$ cat src/rtl/beta_inst_queue_pkg.sv
// rtl/beta_inst_queue_pkg.sv - Beta instruction types, opcode constants and literal helper.
package beta_inst_queue_pkg;

  typedef logic [31:0] inst_t;

  typedef enum logic [2:0] {
    CLS_REG     = 3'd0,
    CLS_LIT     = 3'd1,
    CLS_BRANCH  = 3'd2,
    CLS_LOAD    = 3'd3,
    CLS_STORE   = 3'd4,
    CLS_ILLEGAL = 3'd7
  } inst_class_e;

  localparam logic [5:0] OP_LD  = 6'h18;
  localparam logic [5:0] OP_ST  = 6'h19;
  localparam logic [5:0] OP_JMP = 6'h1B;
  localparam logic [5:0] OP_BEQ = 6'h1C;
  localparam logic [5:0] OP_BNE = 6'h1D;
  localparam logic [5:0] OP_LDR = 6'h1F;
  localparam logic [5:0] REG_LO = 6'h20;
  localparam logic [5:0] REG_HI = 6'h2E;
  localparam logic [5:0] LIT_LO = 6'h30;
  localparam logic [5:0] LIT_HI = 6'h3E;

  typedef struct packed {
    inst_t       inst;
    inst_class_e cls;
  } entry_t;

  function automatic logic [31:0] sext16(input logic [15:0] v);
    return {{16{v[15]}}, v};
  endfunction

endpackage

$ cat src/rtl/beta_inst_queue_if.sv
// rtl/beta_inst_queue_if.sv - Generator-side push and driver-side pop signals of the queue.
// ill_cnt is present only when BETA_ILLEGAL_FILTER_EN is defined.
interface beta_inst_queue_if
  import beta_inst_queue_pkg::*;
#(
  parameter int DEPTH = 8,
  parameter int CNT_W = 16
);

  logic                     in_valid;
  inst_t                    in_inst;
  logic                     in_ready;
  logic                     out_valid;
  logic                     out_ready;
  inst_t                    out_inst;
  inst_class_e              out_class;
  logic [5:0]               out_op;
  logic [4:0]               out_dest;
  logic [4:0]               out_src1;
  logic [4:0]               out_src2;
  logic [31:0]              out_lit;
  logic [$clog2(DEPTH):0]   level;
  logic [CNT_W-1:0]         drop_cnt;
`ifdef BETA_ILLEGAL_FILTER_EN
  logic [CNT_W-1:0]         ill_cnt;
`endif

  modport slave (
    input  in_valid, in_inst, out_ready,
    output in_ready, out_valid, out_inst, out_class, out_op, out_dest,
           out_src1, out_src2, out_lit, level, drop_cnt
`ifdef BETA_ILLEGAL_FILTER_EN
    , output ill_cnt
`endif
  );

  modport master (
    output in_valid, in_inst, out_ready,
    input  in_ready, out_valid, out_inst, out_class, out_op, out_dest,
           out_src1, out_src2, out_lit, level, drop_cnt
`ifdef BETA_ILLEGAL_FILTER_EN
    , input ill_cnt
`endif
  );

endinterface

$ cat src/rtl/beta_inst_classify.sv
// rtl/beta_inst_classify.sv - Combinational Beta opcode to instruction class decoder.
module beta_inst_classify
  import beta_inst_queue_pkg::*;
(
  input  logic [5:0]  op,
  output inst_class_e cls
);

  // Slot 7 of each arithmetic octet (0x27, 0x2F, 0x37, 0x3F) is unassigned.
  always_comb begin
    cls = CLS_ILLEGAL;
    if (op >= REG_LO && op <= REG_HI && op[2:0] != 3'b111) begin
      cls = CLS_REG;
    end else if (op >= LIT_LO && op <= LIT_HI && op[2:0] != 3'b111) begin
      cls = CLS_LIT;
    end else if (op == OP_JMP || op == OP_BEQ || op == OP_BNE) begin
      cls = CLS_BRANCH;
    end else if (op == OP_LD || op == OP_LDR) begin
      cls = CLS_LOAD;
    end else if (op == OP_ST) begin
      cls = CLS_STORE;
    end
  end

endmodule

$ cat src/rtl/beta_inst_queue.sv
// rtl/beta_inst_queue.sv - Show-ahead FIFO of classified Beta instructions with drop counting.
// Define BETA_ILLEGAL_FILTER_EN to discard ILLEGAL instructions at entry and count them in ill_cnt.
module beta_inst_queue
  import beta_inst_queue_pkg::*;
#(
  parameter int DEPTH = 8,
  parameter int CNT_W = 16
)(
  input  logic           CLK,
  input  logic           RESET_N,
  beta_inst_queue_if.slave bus
);

  localparam int PW = $clog2(DEPTH);
  localparam int LW = PW + 1;

  logic [1:0]       rst_sync_q, rst_sync_d;
  logic             rst_int_n;
  entry_t           mem_q [DEPTH];
  entry_t           mem_d [DEPTH];
  logic [PW-1:0]    wr_ptr_q, wr_ptr_d, rd_ptr_q, rd_ptr_d;
  logic [LW-1:0]    level_q, level_d;
  logic [CNT_W-1:0] drop_q, drop_d;
  inst_class_e      in_cls;
  entry_t           head;
  logic             in_ready, out_valid, filt, push, pop, drop;

  // Reset asserts immediately but releases two edges later, clear of CLK.
  assign rst_sync_d = {rst_sync_q[0], 1'b1};
  assign rst_int_n  = rst_sync_q[1];

  always_ff @(posedge CLK or negedge RESET_N) begin
    if (!RESET_N) rst_sync_q <= 2'b00;
    else          rst_sync_q <= rst_sync_d;
  end

  beta_inst_classify u_classify (
    .op  (bus.in_inst[31:26]),
    .cls (in_cls)
  );

  always_comb begin
    in_ready  = (level_q < LW'(DEPTH)) || bus.out_ready;
    out_valid = (level_q != '0);
`ifdef BETA_ILLEGAL_FILTER_EN
    filt      = bus.in_valid && (in_cls == CLS_ILLEGAL);
`else
    filt      = 1'b0;
`endif
    push      = bus.in_valid && in_ready && !filt;
    drop      = bus.in_valid && !in_ready && !filt;
    pop       = out_valid && bus.out_ready;

    mem_d = mem_q;
    if (push) mem_d[wr_ptr_q] = '{inst: bus.in_inst, cls: in_cls};
    wr_ptr_d = push ? wr_ptr_q + 1'b1 : wr_ptr_q;
    rd_ptr_d = pop  ? rd_ptr_q + 1'b1 : rd_ptr_q;
    level_d  = level_q;
    if (push && !pop) level_d = level_q + 1'b1;
    if (pop && !push) level_d = level_q - 1'b1;
    drop_d   = (drop && drop_q != '1) ? drop_q + 1'b1 : drop_q;
  end

  always_ff @(posedge CLK or negedge rst_int_n) begin
    if (!rst_int_n) begin
      for (int i = 0; i < DEPTH; i++) mem_q[i] <= '0;
      wr_ptr_q <= '0;
      rd_ptr_q <= '0;
      level_q  <= '0;
      drop_q   <= '0;
    end else begin
      mem_q    <= mem_d;
      wr_ptr_q <= wr_ptr_d;
      rd_ptr_q <= rd_ptr_d;
      level_q  <= level_d;
      drop_q   <= drop_d;
    end
  end

`ifdef BETA_ILLEGAL_FILTER_EN
  logic [CNT_W-1:0] ill_q, ill_d;

  assign ill_d       = (filt && ill_q != '1) ? ill_q + 1'b1 : ill_q;
  assign bus.ill_cnt = ill_q;

  always_ff @(posedge CLK or negedge rst_int_n) begin
    if (!rst_int_n) ill_q <= '0;
    else            ill_q <= ill_d;
  end
`endif

  // Head fields are forced to zero whenever nothing is valid.
  always_comb begin
    head          = mem_q[rd_ptr_q];
    bus.in_ready  = in_ready;
    bus.out_valid = out_valid;
    bus.out_inst  = '0;
    bus.out_class = CLS_REG;
    bus.out_op    = '0;
    bus.out_dest  = '0;
    bus.out_src1  = '0;
    bus.out_src2  = '0;
    bus.out_lit   = '0;
    if (out_valid) begin
      bus.out_inst  = head.inst;
      bus.out_class = head.cls;
      bus.out_op    = head.inst[31:26];
      bus.out_dest  = head.inst[25:21];
      bus.out_src1  = head.inst[20:16];
      bus.out_src2  = (head.cls == CLS_REG) ? head.inst[15:11] : 5'd0;
      bus.out_lit   = (head.cls == CLS_REG) ? 32'd0 : sext16(head.inst[15:0]);
    end
    bus.level    = level_q;
    bus.drop_cnt = drop_q;
  end

endmodule

$ cat src/flat_wrapper.sv
// flat-port wrapper written by rule: the top's interface ports become plain ports
module beta_inst_queue_flat import beta_inst_queue_pkg::*;
#(
  parameter int DEPTH = 8,
  parameter int CNT_W = 16
)
  (CLK, RESET_N, bus_in_valid, bus_in_inst, bus_out_ready, bus_in_ready, bus_out_valid, bus_out_inst, bus_out_class, bus_out_op, bus_out_dest, bus_out_src1, bus_out_src2, bus_out_lit, bus_level, bus_drop_cnt);
  beta_inst_queue_if #(.DEPTH(DEPTH), .CNT_W(CNT_W)) bus_i ();
  input  logic CLK;
  input  logic RESET_N;
  input wire logic [$bits(bus_i.in_valid)-1:0] bus_in_valid;
  input wire logic [$bits(bus_i.in_inst)-1:0] bus_in_inst;
  input wire logic [$bits(bus_i.out_ready)-1:0] bus_out_ready;
  output wire logic [$bits(bus_i.in_ready)-1:0] bus_in_ready;
  output wire logic [$bits(bus_i.out_valid)-1:0] bus_out_valid;
  output wire logic [$bits(bus_i.out_inst)-1:0] bus_out_inst;
  output wire logic [$bits(bus_i.out_class)-1:0] bus_out_class;
  output wire logic [$bits(bus_i.out_op)-1:0] bus_out_op;
  output wire logic [$bits(bus_i.out_dest)-1:0] bus_out_dest;
  output wire logic [$bits(bus_i.out_src1)-1:0] bus_out_src1;
  output wire logic [$bits(bus_i.out_src2)-1:0] bus_out_src2;
  output wire logic [$bits(bus_i.out_lit)-1:0] bus_out_lit;
  output wire logic [$bits(bus_i.level)-1:0] bus_level;
  output wire logic [$bits(bus_i.drop_cnt)-1:0] bus_drop_cnt;
  assign bus_i.in_valid = bus_in_valid;
  assign bus_i.in_inst = bus_in_inst;
  assign bus_i.out_ready = bus_out_ready;
  assign bus_in_ready = bus_i.in_ready;
  assign bus_out_valid = bus_i.out_valid;
  assign bus_out_inst = bus_i.out_inst;
  assign bus_out_class = bus_i.out_class;
  assign bus_out_op = bus_i.out_op;
  assign bus_out_dest = bus_i.out_dest;
  assign bus_out_src1 = bus_i.out_src1;
  assign bus_out_src2 = bus_i.out_src2;
  assign bus_out_lit = bus_i.out_lit;
  assign bus_level = bus_i.level;
  assign bus_drop_cnt = bus_i.drop_cnt;
  beta_inst_queue #(.DEPTH(DEPTH), .CNT_W(CNT_W)) u_core (.CLK(CLK), .RESET_N(RESET_N), .bus(bus_i));
endmodule
$ cat config.mk
export PLATFORM = sky130hd
export DESIGN_NAME = beta_inst_queue_flat
export DESIGN_NICKNAME = d
export VERILOG_FILES = /design/src/rtl/beta_inst_queue_pkg.sv /design/src/rtl/beta_inst_queue_if.sv /design/src/rtl/beta_inst_classify.sv /design/src/rtl/beta_inst_queue.sv /design/src/flat_wrapper.sv
export SDC_FILE = /design/constraint.sdc
export NUM_CORES = 1
export LEC_CHECK = 0
export ABC_AREA = 0
export BUFFER_PORTS_ARGS = -buffer_cell sky130_fd_sc_hd__buf_2
export CAP_MARGIN = 30
export CORE_MARGIN = 4
export CORE_UTILIZATION = 42
export CTS_BUF_LIST = sky130_fd_sc_hd__clkbuf_4 sky130_fd_sc_hd__clkbuf_8
export DETAILED_ROUTE_END_ITERATION = 6
export PLACE_DENSITY = 0.66
export SYNTH_ARGS = -nofsm -noshare
export SYNTH_HDL_FRONTEND = slang
export SYNTH_HIERARCHICAL = 1
export SYNTH_SLANG_ARGS = --single-unit
$ cat constraint.sdc
create_clock -name CLK -period 13.09 [get_ports CLK]
set_input_delay 0 -clock CLK [delete_from_list [all_inputs] [get_ports CLK]]
set_output_delay 0 -clock CLK [all_outputs]
set_load 0.01 [all_outputs]
=== Yosys cells after proc, flatten, opt, wreduce, memory -nomap -nowiden ===
Index checks and enable logic that the tools add are counted.

* Register bits after elaboration: 308
* Word-level logic and storage cells: 87
* Output and inout bits: 110
* Input bits: 36

* $lt $le $gt $ge: 8
* Muxes and demuxes: 22
* Add/subtract/negate cells: 5
* Bitwise gates (word level): 2
* Reduce and logical (&&, ||, !) cells: 21
* Equal/unequal tests: 8

{| class="wikitable"
|+ Operator list
! kind !! count
|-
| 280-bit bitwise mux || 1
|-
| 35-bit binary-select mux with 3-bit select || 1
|-
| 35-bit demux with 3-bit select || 1
|-
| 35-bit two-way mux || 3
|-
| 32-bit two-way mux || 3
|-
| 6-bit by 5-bit equality test with 1-bit output (second input constant) || 6
|-
| 5-bit two-way mux || 4
|-
| 16-bit by 1-bit adder with 16-bit output (second input constant) || 1
|-
| 16-bit inequality test (second input constant) || 1
|-
| 3-bit two-way mux || 5
|-
| 6-bit >= comparator (second input constant) || 2
|-
| 6-bit <= comparator (second input constant) || 2
|-
| 1-bit logical AND || 11
|-
| 4-bit >= comparator (second input constant) || 2
|-
| 4-bit two-way mux || 2
|-
| 3-bit inverter with 4-bit output || 2
|-
| 3-bit by 1-bit adder with 3-bit output (second input constant) || 2
|-
| 6-bit two-way mux || 1
|-
| 4-bit by 1-bit adder with 4-bit output (second input constant) || 1
|-
| 1-bit logical OR || 4
|-
| 4-bit by 1-bit < comparator with 1-bit output (second input constant) || 1
|-
| 4-bit < comparator (second input constant) || 1
|-
| 4-bit nonzero test || 1
|-
| 4-bit by 1-bit subtractor with 4-bit output (second input constant) || 1
|-
| other kinds (5) || 7
|}

=== Longest topological paths before layout ===
* Word-level depth: 7
* Gate-level depth with buffers: 12
* Depth with buffers taken out: 10

=== Cells and area by module ===
Netlist, hierarchy kept.

{| class="wikitable"
|+ By module, submodules not included
! module !! times used !! area an instance (um^2) !! cells an instance !! seq. area each (um^2)
|-
| beta_inst_queue || 1 || 14555.2 || 964 || 7707.4
|-
| beta_inst_classify || 1 || 96.3 || 16 || 0.0
|}

=== Worst setup path after synthesis ===
Ideal clock, no wire load.

* Path type: register -> register
* Start point: register u_core.level_q[1], in the netlist u_core/bus.level[1]
* End point: register u_core.level_q[2], in the netlist u_core/bus.level[2]
* Buffers on the path: 2
* Slack: 10539 ps
* Setup time: 132 ps
* Stages on the path, launching flop included: 13
* Clock period less this slack: 2551 ps
* Data arrival time: 2419 ps
* Data required time: 12958 ps
* Cell sequence: dfrtp_1 clkbuf_1 nor4_4 inv_2 and2_1 clkbuf_1 ha_1 xor2_1 ha_1 a21oi_1 xor2_1 nor2_1 xor2_1

* Elaborated cells on any way between the ends: 14

{| class="wikitable"
|+ RTL lines
! element !! RTL line !! source
|-
| start, declared || beta_inst_queue.sv:22 || <nowiki>logic [LW-1:0] level_q, level_d;</nowiki>
|-
| start signal, assigned || beta_inst_queue.sv:75 || <nowiki>level_q <= level_d;</nowiki>
|-
| 4-bit nonzero test (*) || beta_inst_queue.sv:44 || <nowiki>out_valid = (level_q != '0);</nowiki>
|-
| via bus_out_valid || flat_wrapper.sv:15 || <nowiki>output wire logic [$bits(bus_i.out_valid)-1:0] bus_out_valid;</nowiki>
|-
| 1-bit logical AND (*) || beta_inst_queue.sv:52 || <nowiki>pop = out_valid && bus.out_ready;</nowiki>
|-
| via u_core.pop || beta_inst_queue.sv:26 || <nowiki>logic in_ready, out_valid, filt, push, pop, drop;</nowiki>
|-
| 1-bit zero test || beta_inst_queue.sv:59 || <nowiki>if (push && !pop) level_d = level_q + 1'b1;</nowiki>
|-
| 1-bit logical AND || beta_inst_queue.sv:59 ||
|-
| 2-bit nonzero test (no line) || -- ||
|}

Mark *: on every way through the listed nets, which the timed path passes. The rest lies on a longest branch. The select of a mux whose other input is x is not followed.
A chain may end at the register's enable or synchronous reset.

=== Worst setup path after layout ===
* Start point: register u_core.rd_ptr_q[0]
* End point: output bus_out_lit[5]

* Cells in the longest elaborated chain, start to end: 7

{| class="wikitable"
|+ RTL lines
! element !! RTL line !! source
|-
| start, declared || beta_inst_queue.sv:21 || <nowiki>logic [PW-1:0] wr_ptr_q, wr_ptr_d, rd_ptr_q, rd_ptr_d;</nowiki>
|-
| start signal, assigned || beta_inst_queue.sv:74 || <nowiki>rd_ptr_q <= rd_ptr_d;</nowiki>
|-
| 3-bit inverter with 4-bit output (implied by the code) (*) || beta_inst_queue.sv:94 || <nowiki>head = mem_q[rd_ptr_q];</nowiki>
|-
| 35-bit binary-select mux with 3-bit select (*) || beta_inst_queue.sv:94 ||
|-
| 35-bit two-way mux (implied by the code) (*) (2 in a row) || beta_inst_queue.sv:94 ||
|-
| 3-bit zero test || beta_inst_queue.sv:111 || <nowiki>bus.out_lit = (head.cls == CLS_REG) ? 32'd0 : sext16(head.inst[15:0]);</nowiki>
|-
| 32-bit two-way mux (*) || beta_inst_queue.sv:111 ||
|-
| 32-bit two-way mux (*) || beta_inst_queue.sv:104 || <nowiki>if (out_valid) begin</nowiki>
|-
| end, declared || flat_wrapper.sv:22 || <nowiki>output wire logic [$bits(bus_i.out_lit)-1:0] bus_out_lit;</nowiki>
|}

Mark *: on every way between the ends. The rest lies on a longest branch, timed or not. The select of a mux whose other input is x is not followed.

==> impl_results.md <==
* Critical Path End Type: output port
* Post-synthesis net count at 1,022
* Mux cell area share after synthesis at 0.3430
* Routed wire per std cell at 19.11 um
* Worst clock skew at between 0.02 and 0.025 ns
* XOR/XNOR Fraction of Synth Area at 0.01196
* Pwr dens at 277.3 mW/mm^2
* Resized cells post-CTS at 0
* Gr usage total at 0.1659
* Synthesized flop and latch total at 308
* Prevailing post-synth register cell: dfrtp_1
* Complex-gate fraction of the synthesized area at 0.01315
* Final hold violation count at 0
* Pleak at 7.655 nW
* Crit path time final at 4.215 ns
* Post-Synth Adder-Cell Area at 0.005124
* Cells after Synth at 980
* Count leader, synth: dfrtp_1
* R2R depth at 11
* Netlist cell types at 51
* Synth Cell Area at 0.01465 mm^2
* Initial antenna violation count at 0
* RSZ-0062 raised after global routing: false
* Row cnt at 68
* Reg-to-Reg End: u_core/bus.level[2]
* Sequential area share after synthesis at 0.5260
* Achievable frequency at 237.2 MHz
* Initial Utilization at 0.4252
* Routed WL at 31,310 um
* Top-area cell type share of the netlist area at 0.5260
* CTS sink count at 308
* Total number of H-tree levels at 2
* Status: complete, no violations
* Root Driver: clkbuf_8
* Setup Viol. Count Final at 0
* Final worst-path cycle share at 0.3220
* Async set-or-reset flop fraction in the synthesized netlist at 1.000
* Seq. cell area at 0.007717 mm^2
* Die height at slightly below 200 um
* Full die area at 0.03794 mm^2
* Gr ovfl total at 0
* Fillcell total at 3,030
* Synth Warn # at 6
* Final ANT Viol Nets at 0
* Area occupied by multi-input gates at 0.006279 mm^2
* Synth top area cells: dfrtp_1 (53%), mux2_2 (21%), mux4_2 (11%)
* Post-CTS setup buffers at 0
* Clk Latency, worst-skew pair at 0.59 ns
* Rel. slew slack at 0.3688
* Final hold slack at 0.2857 ns
* Critical path type: flip-flop to output port
* R2R Setup Slk at 10.30 ns
* Largest net degree at the start of global routing at between 150 and 200
* Die outline width at 194.8 um
* WP data required at 13.09 ns
* Max VDD drop at around 0.00016 V
* Core Box Area at 0.03446 mm^2
* Area grow syn2layout at 16.08%
* Max-cap violations at 0
* Crit. Startpoint: u_core/rd_ptr_q[0]
* CTS tree: done
* Final HPWL DP at 18,210 um
* Reg2reg start: u_core/bus.level[0]
* Post-Synth Simple-Gate Area at 0.05457
* Layout cells sized above 1 at 0.5283
* Diode count at 0
* HP Class: input pin to asynchronous set/reset pin
* Top post-synthesis cells by count: dfrtp_1 (308), mux2_2 (276), mux4_2 (70), buf_4 (60), nor2_1 (34)
* Port bufs at 145
* Num CTS Buffers at 54
* First-pass GRT wire length at 51,180 um
* CP Launch Type: flip-flop
* I/O pins at between 100 and 150
* Leading area contributor after synthesis: dfrtp_1
* Via Count at 8,562
* WP data arrival at 4.22 ns
* CP max FO at 37
* Fin. max-slew vios at 0
* GP Congestion at 0.6967
* Max clock buf depth at 3
* Setup_tns at 0 ns
* Worst-path clk slew at 0.06 ns
* # hold bufs at CTS at 37
* Number of vias per cell at 5.227
* Initial DRC count at 361
* DRC Markers at 0
* Slew @ Worst Pin at about 0.95 ns
* EDFF count, synth at 0
* Vias in the first global route at 9,207
* Largest family of logic cells by synthesized area: multiplexers
* Post-Syn Area per Cell at 14.95 um^2
* Net count reported at finish at 1,184
* Drt pass-1 iters at 4
## cell usage in the layout, fill, tap and decap left out, types with 3 or more instances in the layout
master         synthesis  routed
nand4_1                4       4
clkinv_2               0       3
xor2_1                14      14
inv_1                 10      10
mux4_2                70      70
dlygate4sd3_1          0      37
nor3_1                 3       3
or2_2                  5       5
clkbuf_8               0      68
buf_4                 60      10
nand2_1               28      28
nand2b_1              15      14
clkbuf_4               0      22
buf_12                 0       3
o21ai_0                3       3
dfrtp_1              308     304
xnor2_1                6       6
nand3_1                8       8
mux2_2               276     276
a21oi_1               19      19
mux2i_1               25      25
ha_1                   6       6
buf_2                 10     145
and2_1                14      14
nor2_1                34      34
mux2_1                 8       8
## cell type report
type,instances,share of cell area
Clock buffer,90,0.06474
Clock inverter,7,0.004046
Inverter,11,0.002428
Multi-Input combinational cell,572,0.3692
Sequential cell,308,0.4538
Tap cell,455,0.03347
Timing Repair Buffer,195,0.07239
## metrics by stage
| stage | instance area [um^2] | cells | util | setup slack [ns] | total power, W |
|---|---|---|---|---|---|
| after floorplan | 14650 | 980 | - | 3.871 | 0.003345 |
| after global placement | 15430 | 1502 | 0.4477 | 9.432 | 0.003763 |
| after detailed placement | 15450 | 1503 | 0.4483 | 9.353 | 0.003826 |
| after CTS | 16990 | 1637 | 0.4930 | 8.676 | 0.004798 |
| after global routing | 17010 | 1638 | 0.4936 | 8.468 | 0.005054 |
| final | 17010 | 1638 | 0.4936 | 8.875 | 0.004716 |
## worst max-delay path by stage
stage | end | slack, ns | cells after the start
after detailed placement | bus_out_lit[5] | 9.35 | 6
after global placement | bus_out_lit[10] | 9.43 | 6
after global routing | bus_out_lit[2] | 8.47 | 6
after floorplan | u_core/bus.drop_cnt[0] | 3.87 | 0
after CTS | bus_out_lit[5] | 8.68 | 6
final | bus_out_lit[5] | 8.87 | 6
## routing by layer
metal | global-route usage | part of all wire | vias up
met1 | 0.2236 | 0.45 | 4484
met5 | 0 | 0 | -
met2 | 0.2808 | 0.49 | 154
met3 | 0.02947 | 0.038 | 60
li1 | - | - | 3864
met4 | 0.04241 | 0.020 | 0
## kinds of logic (layout without fill, tap and decap cells)
| group | after synthesis | in the layout |
|---|---|---|
| AO/OA/AOI/OAI | 31 | 31 |
| adder cells (fa/ha/maj) | 6 | 6 |
| flip-flops | 308 | 308 |
| XOR/XNOR | 20 | 20 |
| AND/OR/NAND/NOR | 135 | 135 |
| other | 1 | 1 |
| multiplexers | 379 | 379 |
| buffers and inverters | 100 | 303 |
## worst max-delay path, cell delays in order (launching register included)
cell and delay [ns]:
dfrtp_4 0.93, buf_4 0.75, mux4_2 0.59, mux2i_1 0.26, nand3_1 0.58, and2_1 0.36
buf_2 0.14
## registers in the layout, summed over array words and instances (netlist names)
register	cells
u_core/rst_sync_q	2
u_core/wr_ptr_q	3
u_core/rd_ptr_q	3
u_core/bus.drop_cnt	16
u_core/bus.level	4
u_core/mem_q	280
## report_power, final
| group | total [W] | switching, W | internal, W |
|---|---|---|---|
| clock network | 0.000936 | 0.000389 | 0.000547 |
| registers | 0.00172 | 0.000305 | 0.00141 |
| logic | 0.00206 | 0.000924 | 0.00114 |
| total | 0.00472 | 0.00162 | 0.00310 |
Note: power is estimated with default switching activity, not from simulation.
